File: src/rtl/aurora_tx_sched.sv
// aurora_tx_sched: packet-atomic scheduler for the single Aurora TX AXI-Stream port.
// Source 0 (loopback FIFO) is forwarded in loopback mode. Source 1 (sequence inserter)
// is released one packet per RX end-of-packet trigger, after a programmable delay.
// Optional statistics counters are built when AURORA_TX_SCHED_STATS_EN is defined.
module aurora_tx_sched #(
  parameter int DATA_W  = 32,
  parameter int DELAY_W = 16,
  parameter int CNT_W   = 32
) (
  input  logic               m_axis_aclk,
  input  logic               m_axis_aresetn,
  input  logic               s0_axis_tvalid,
  input  logic [DATA_W-1:0]  s0_axis_tdata,
  input  logic               s0_axis_tlast,
  output logic               s0_axis_tready,
  input  logic               s1_axis_tvalid,
  input  logic [DATA_W-1:0]  s1_axis_tdata,
  input  logic               s1_axis_tlast,
  output logic               s1_axis_tready,
  output logic               m_axis_tvalid,
  output logic [DATA_W-1:0]  m_axis_tdata,
  output logic               m_axis_tlast,
  input  logic               m_axis_tready,
  input  logic               rx_tlast,
  input  logic               ctrl_loopback,
  input  logic [DELAY_W-1:0] ctrl_delay,
  input  logic               ctrl_clr,
  output logic               busy,
  output logic               sel,
  output logic               overrun
`ifdef AURORA_TX_SCHED_STATS_EN
  ,
  output logic [CNT_W-1:0]   stat_pkt0,
  output logic [CNT_W-1:0]   stat_pkt1,
  output logic [CNT_W-1:0]   stat_drop
`endif
);

  typedef enum logic [1:0] {IDLE, WAIT, SEND0, SEND1} state_e;

  localparam logic [DELAY_W-1:0] ONE = DELAY_W'(1);

  state_e             state_q, state_d;
  logic [DELAY_W-1:0] cnt_q, cnt_d;
  logic               overrun_q, overrun_d;
  logic               dropEvent;
  logic               eop0;
  logic               eop1;

  // State, delay counter and sticky overrun flag registers.
  always_ff @(posedge m_axis_aclk or negedge m_axis_aresetn) begin
    if (!m_axis_aresetn) begin
      state_q   <= IDLE;
      cnt_q     <= '0;
      overrun_q <= 1'b0;
    end else begin
      state_q   <= state_d;
      cnt_q     <= cnt_d;
      overrun_q <= overrun_d;
    end
  end

  // Next-state decode and zero-latency pass-through of the granted source.
  always_comb begin
    state_d        = state_q;
    cnt_d          = cnt_q;
    dropEvent      = 1'b0;
    eop0           = 1'b0;
    eop1           = 1'b0;
    s0_axis_tready = 1'b0;
    s1_axis_tready = 1'b0;
    m_axis_tvalid  = 1'b0;
    m_axis_tdata   = '0;
    m_axis_tlast   = 1'b0;
    case (state_q)
      IDLE: begin
        if (ctrl_loopback) begin
          if (s0_axis_tvalid) state_d = SEND0;
        end else if (rx_tlast) begin
          if (ctrl_delay == '0) begin
            state_d = SEND1;
          end else begin
            state_d = WAIT;
            cnt_d   = ctrl_delay;
          end
        end
      end
      WAIT: begin
        dropEvent = rx_tlast;
        cnt_d     = cnt_q - ONE;
        if (cnt_q <= ONE) state_d = SEND1;
      end
      SEND0: begin
        m_axis_tvalid  = s0_axis_tvalid;
        s0_axis_tready = m_axis_tready;
        if (s0_axis_tvalid) begin
          m_axis_tdata = s0_axis_tdata;
          m_axis_tlast = s0_axis_tlast;
        end
        eop0 = s0_axis_tvalid & m_axis_tready & s0_axis_tlast;
        if (eop0) state_d = IDLE;
      end
      SEND1: begin
        dropEvent      = rx_tlast;
        m_axis_tvalid  = s1_axis_tvalid;
        s1_axis_tready = m_axis_tready;
        if (s1_axis_tvalid) begin
          m_axis_tdata = s1_axis_tdata;
          m_axis_tlast = s1_axis_tlast;
        end
        eop1 = s1_axis_tvalid & m_axis_tready & s1_axis_tlast;
        if (eop1) state_d = IDLE;
      end
      default: state_d = IDLE;
    endcase
  end

  assign overrun_d = dropEvent | (overrun_q & ~ctrl_clr);
  assign overrun   = overrun_q;
  assign busy      = (state_q != IDLE);
  assign sel       = (state_q == WAIT) || (state_q == SEND1);

`ifdef AURORA_TX_SCHED_STATS_EN
  logic [CNT_W-1:0] pkt0_q;
  logic [CNT_W-1:0] pkt1_q;
  logic [CNT_W-1:0] drop_q;

  // Saturating event counters; a clear in the same cycle as an increment wins.
  always_ff @(posedge m_axis_aclk or negedge m_axis_aresetn) begin
    if (!m_axis_aresetn) begin
      pkt0_q <= '0;
      pkt1_q <= '0;
      drop_q <= '0;
    end else if (ctrl_clr) begin
      pkt0_q <= '0;
      pkt1_q <= '0;
      drop_q <= '0;
    end else begin
      if (eop0 && !(&pkt0_q)) pkt0_q <= pkt0_q + 1'b1;
      if (eop1 && !(&pkt1_q)) pkt1_q <= pkt1_q + 1'b1;
      if (dropEvent && !(&drop_q)) drop_q <= drop_q + 1'b1;
    end
  end

  assign stat_pkt0 = pkt0_q;
  assign stat_pkt1 = pkt1_q;
  assign stat_drop = drop_q;
`endif

endmodule

File: config.mk
export PLATFORM = sky130hd
export DESIGN_NAME = aurora_tx_sched
export DESIGN_NICKNAME = d
export VERILOG_FILES = /design/src/rtl/aurora_tx_sched.sv
export SDC_FILE = /design/constraint.sdc
export NUM_CORES = 1
export LEC_CHECK = 0
export BUFFER_PORTS_ARGS = -buffer_cell sky130_fd_sc_hd__buf_2
export CAP_MARGIN = 20
export CELL_PAD_IN_SITES_DETAIL_PLACEMENT = 1
export CELL_PAD_IN_SITES_GLOBAL_PLACEMENT = 1
export CORE_AREA = 5 5 77 86
export DETAILED_ROUTE_END_ITERATION = 10
export DIE_AREA = 0 0 82 91
export PLACE_DENSITY_LB_ADDON = 0.05
export SLEW_MARGIN = 25
export SYNTH_ARGS = -nofsm -noshare
export SYNTH_HDL_FRONTEND = slang
export SYNTH_SLANG_ARGS = --single-unit
File: constraint.sdc
create_clock -name m_axis_aclk -period 4 [get_ports m_axis_aclk]
set_input_delay 0.6 -clock m_axis_aclk [delete_from_list [all_inputs] [get_ports m_axis_aclk]]
set_output_delay 0.6 -clock m_axis_aclk [all_outputs]
set_load 0.01 [all_outputs]
**Yosys cells after proc, flatten, opt, wreduce, memory -nomap -nowiden**

Cells that the tools add are included.

- Add/subtract/negate cells: 1
- Mux-type cells: 22
- Reductions and logical operators: 8
- Bitwise logic cells: 7
- $mul: 0
- Magnitude comparators: 1
- Shifts and indexed selects: 0
- Eq/ne operators: 11
- Div/mod/pow operators: 0

Operators by type and width:

| operator | count |
|---|---|
| $mux W32 | 2 |
| $pmux W32 S2 | 1 |
| $mux W16 | 3 |
| $pmux W16 S2 | 1 |
| $le A16 B1 Y1 const B | 1 |
| $logic_not A16 Y1 | 1 |
| $sub A16 B1 Y16 const B | 1 |
| $mux W2 | 7 |
| $ne A2 B2 Y1 const B | 6 |
| $pmux W2 S4 | 1 |
| $ne A3 B3 Y1 const B | 2 |
| $and A1 B1 Y1 | 5 |
| $mux W1 | 5 |
| $reduce_and A5 Y1 | 1 |
| $eq A2 B2 Y1 const B | 2 |
| $pmux W1 S2 | 2 |
| $reduce_and A4 Y1 | 1 |
| $reduce_bool A2 Y1 | 2 |
| $eq A2 B1 Y1 const B | 1 |
| $logic_not A2 Y1 | 1 |
| $reduce_or A2 Y1 | 1 |
| $logic_or A1 B1 Y1 | 1 |
| $not A1 Y1 | 1 |
| $or A1 B1 Y1 | 1 |

- Bits in writable memories: 0
- Bits in latches: 0
- Memories kept: 0
- Word-level logic and storage cells: 53
- Bits of input ports: 90
- Flip-flop bits (word level): 19
- Output and inout bits: 39
- ROM bits: 0

**Longest topological paths before layout**

- Word-level depth: 5
- Mapped depth: 7
- Depth with buffers taken out: 6

**Least setup slack after synthesis**

No wires, ideal clock.

- Path kind: input to output
- Start point: input s0_axis_tvalid
- End point: output m_axis_tdata[0]
- Stages on the path: 4
- Slack: 1993 ps
- Required time: 3400 ps
- Path buffers: 2
- Arrival: 1407 ps
- Path through: and3b_1 > clkbuf_1 > clkbuf_1 > a22o_1

- Longest elaborated chain between the ends: 2

Ends and longest elaborated chain:

| what | line | RTL |
|---|---|---|
| from (decl) | 12 | `input logic s0_axis_tvalid,` |
| $mux W32 | 96 | `if (s0_axis_tvalid) begin` |
| $pmux W32 S2 | 75 | `case (state_q)` |
| to (decl) | 21 | `output logic [DATA_W-1:0] m_axis_tdata,` |

Every way passes these cells.

**Worst setup path after layout**

- Start point: register state_q[0]
- End point: output m_axis_tdata[30]

- Longest elaborated chain between the ends: 2
- Elaborated cells between the ends (all ways): 3

Ends and longest elaborated chain:

| what | line | RTL |
|---|---|---|
| from (decl) | 43 | `state_e state_q, state_d;` |
| from (signal assigned) | 57 | `state_q <= state_d;` |
| $eq A2 B2 Y1 | 75 |  |
| $pmux W32 S2 * | 75 |  |

Mark *: on every way between the ends. The rest lies on a longest branch, timed or not.

==> results.toml <==
[drt]
vias = 1925
drc = 0
wl_per_cell_um = 17.8
first_pass_iters = 4
ant_nets = 0
totalWireLength_um = 6720
drt-initial-drc-count = 43
vias_per_cell = 5.11

[synthesis]
post_synth_num_cell_types = 35
synth.largest_area_cell = "dfrtp_1"
syn_inst = 181
yosys.area.top_type_share_pct = 31.9
netlist_area_sq_mm = 0.00149
synth.top_cells.by_area = "dfrtp_1, a22o_1, nor3_1"
syn_nets = 273
async_flop_share_pct = 100
ys_seq_area_share_pct = 31.9
ys_ff_latch = 19
avgSynthCellArea_sq_um = 8.25
ys.warnings.count = 0
synthFlopType = "dfrtp_1"
synth_edf_count = 0

[worst_setup_path]
path_class = "flip-flop to output port"
r2r_slack_ns = 1.85
arrival_ns = 1.80
worstRegToRegCells = 5
cp-end-kind = "output port"
cp_max_fo = 33
start_kind = "flip-flop"
cp.required_ns = 3.40
rr_endpoint = "cnt_q[13]"
reg2reg_from = "cnt_q[6]"

[clock_tree]
post_cts_resized = 0
clock_latency_ns = 0.26
htree_levels = 1
root_buffer = "clkbuf_8"
cts_hold_buf = 0
max-clock-path-buffers = 2
clkSinkCount = 19
cts_made_buffers = 3
post-cts-setup-buffer-count = 0
clkTransAtPathRegs_ns = 0.07
cts_tree = "yes"

[grt]
overflow = 0
grt_use_total_pct = 17.5
grt_max_degree = 34
first_global_vias = 2010
antenna_found_initial = 0
grt_pass1_wl_um = 10300

[placement]
numPortBuffers = 128
globalplace.congestion = 0.754
dp_hpwl_um = 5550

[run]
drv_cap = 0

[final_layout]
final_common_cell = "buf_2"
fillers = 773
antenna-diode-count = 0
syn2layout_area_growth_pct = 49.5
fin_nets = 393
layout_common_cells = "buf_2, a22o_1, dfrtp_1"
drive_above_1_share_pct = 47.7

[timing]
tns_ns = 0
hold_violations = 0
period_needed_ns = 2.40
timing.final.crit_share_pct = 60.0
fin_worst_skew_ns = 0.000893
maxSlewHeadroom_pct = 60.6
setup_violations = 0
tightest_slew_ns = 0.591
max_clock_freq_mhz = 417
rsz0062_at_grt = "false"
slew_violations = 0

[status]
outcome = "finished clean"

[pwr]
vdd_drop_max_uv = 273
p_leak_uw = 0.00111
power.total_uw = 1050
power_density_mw_per_mm2 = 472

[floorplan]
std_cell_rows = 29
die_area_sq_mm = 0.00746
io_pins = 129
die_h_um = 91
core_sq_mm = 0.00566
fp.dieW_um = 82
start_util_pct = 26.4

[hold_path]
hold_path.class = "input pin to async pin"
## power by group
part	internal (uW)	switching [uW]
sequential	280	109
combinational	251	274
clock	71.0	67.3
total	602	451
## sequential cells by signal, indices dropped and copies added (netlist names)
register / flops
cnt_q: 16
overrun: 1
state_q: 2
## Yosys cell counts (4+ instances only)
cell type and count:
a211oi_1 7, a21oi_1 4, a22o_1 32, a311oi_1 4, clkbuf_1 12, dfrtp_1 19, nand2_1 12, nand3_1 7
nor2_1 16, nor3_1 17, nor4_1 5, o21ai_0 7
## kinds of logic after synthesis
family | Yosys count | share of synthesized area, %
simple gates | 76 | 26.4
buf+inv | 18 | 4.78
compound gates | 66 | 35.3
flops | 19 | 31.9
fa+ha+maj | 2 | 1.68
## worst max-delay path: stages (launching register included)
cell and delay (ns):
dfrtp_1 0.48, and3b_2 0.68, a22o_1 0.23, buf_2 0.14
## routing by layer
metal  global-route usage (%)  up-vias  wire, um
met4                     3.74        0        57
met2                     31.7       76      3370
met3                     4.26        5       598
met5                        0        -         0
li1                         -      951         -
met1                     20.2      893      2700
## worst max-delay path by stage
| stage | slack, ns | from | endpoint | depth (start not counted) |
|---|---|---|---|---|
| final | 1.60 | state_q[0] | m_axis_tdata[30] | 3 |
| after global placement | 1.37 | s0_axis_tvalid | m_axis_tdata[15] | 4 |
| after floorplan | 1.99 | s0_axis_tvalid | m_axis_tdata[0] | 4 |
| after CTS | 1.55 | state_q[0] | m_axis_tdata[15] | 3 |
| after global routing | 1.44 | state_q[0] | m_axis_tdata[15] | 3 |
| after detailed placement | 1.46 | ctrl_delay[11] | cnt_q[15] | 6 |
## cell type report
| cell class | count | area, sq um | area share [%] |
|---|---|---|---|
| clock buffer | 4 | 45.0 | 2.02 |
| inverter | 3 | 11.3 | 0.505 |
| sequential | 19 | 475 | 21.3 |
| timing repair buffer | 130 | 656 | 29.4 |
| tap | 77 | 96.3 | 4.32 |
| multi-input combinational | 144 | 947 | 42.5 |
## stage by stage
stage	setup WS (ns)	std cells	hold slack [ns]	instance area, sq um	util [%]
after CTS	1.55	377	0.299	2230	39.4
final	1.60	377	0.281	2230	39.4
after global routing	1.44	377	0.321	2230	39.4
after detailed placement	1.46	373	0.478	2190	38.6
after floorplan	1.99	181	0.304	1490	-
after global placement	1.37	373	0.472	2180	38.6
(Power assumes the default switching activity.)
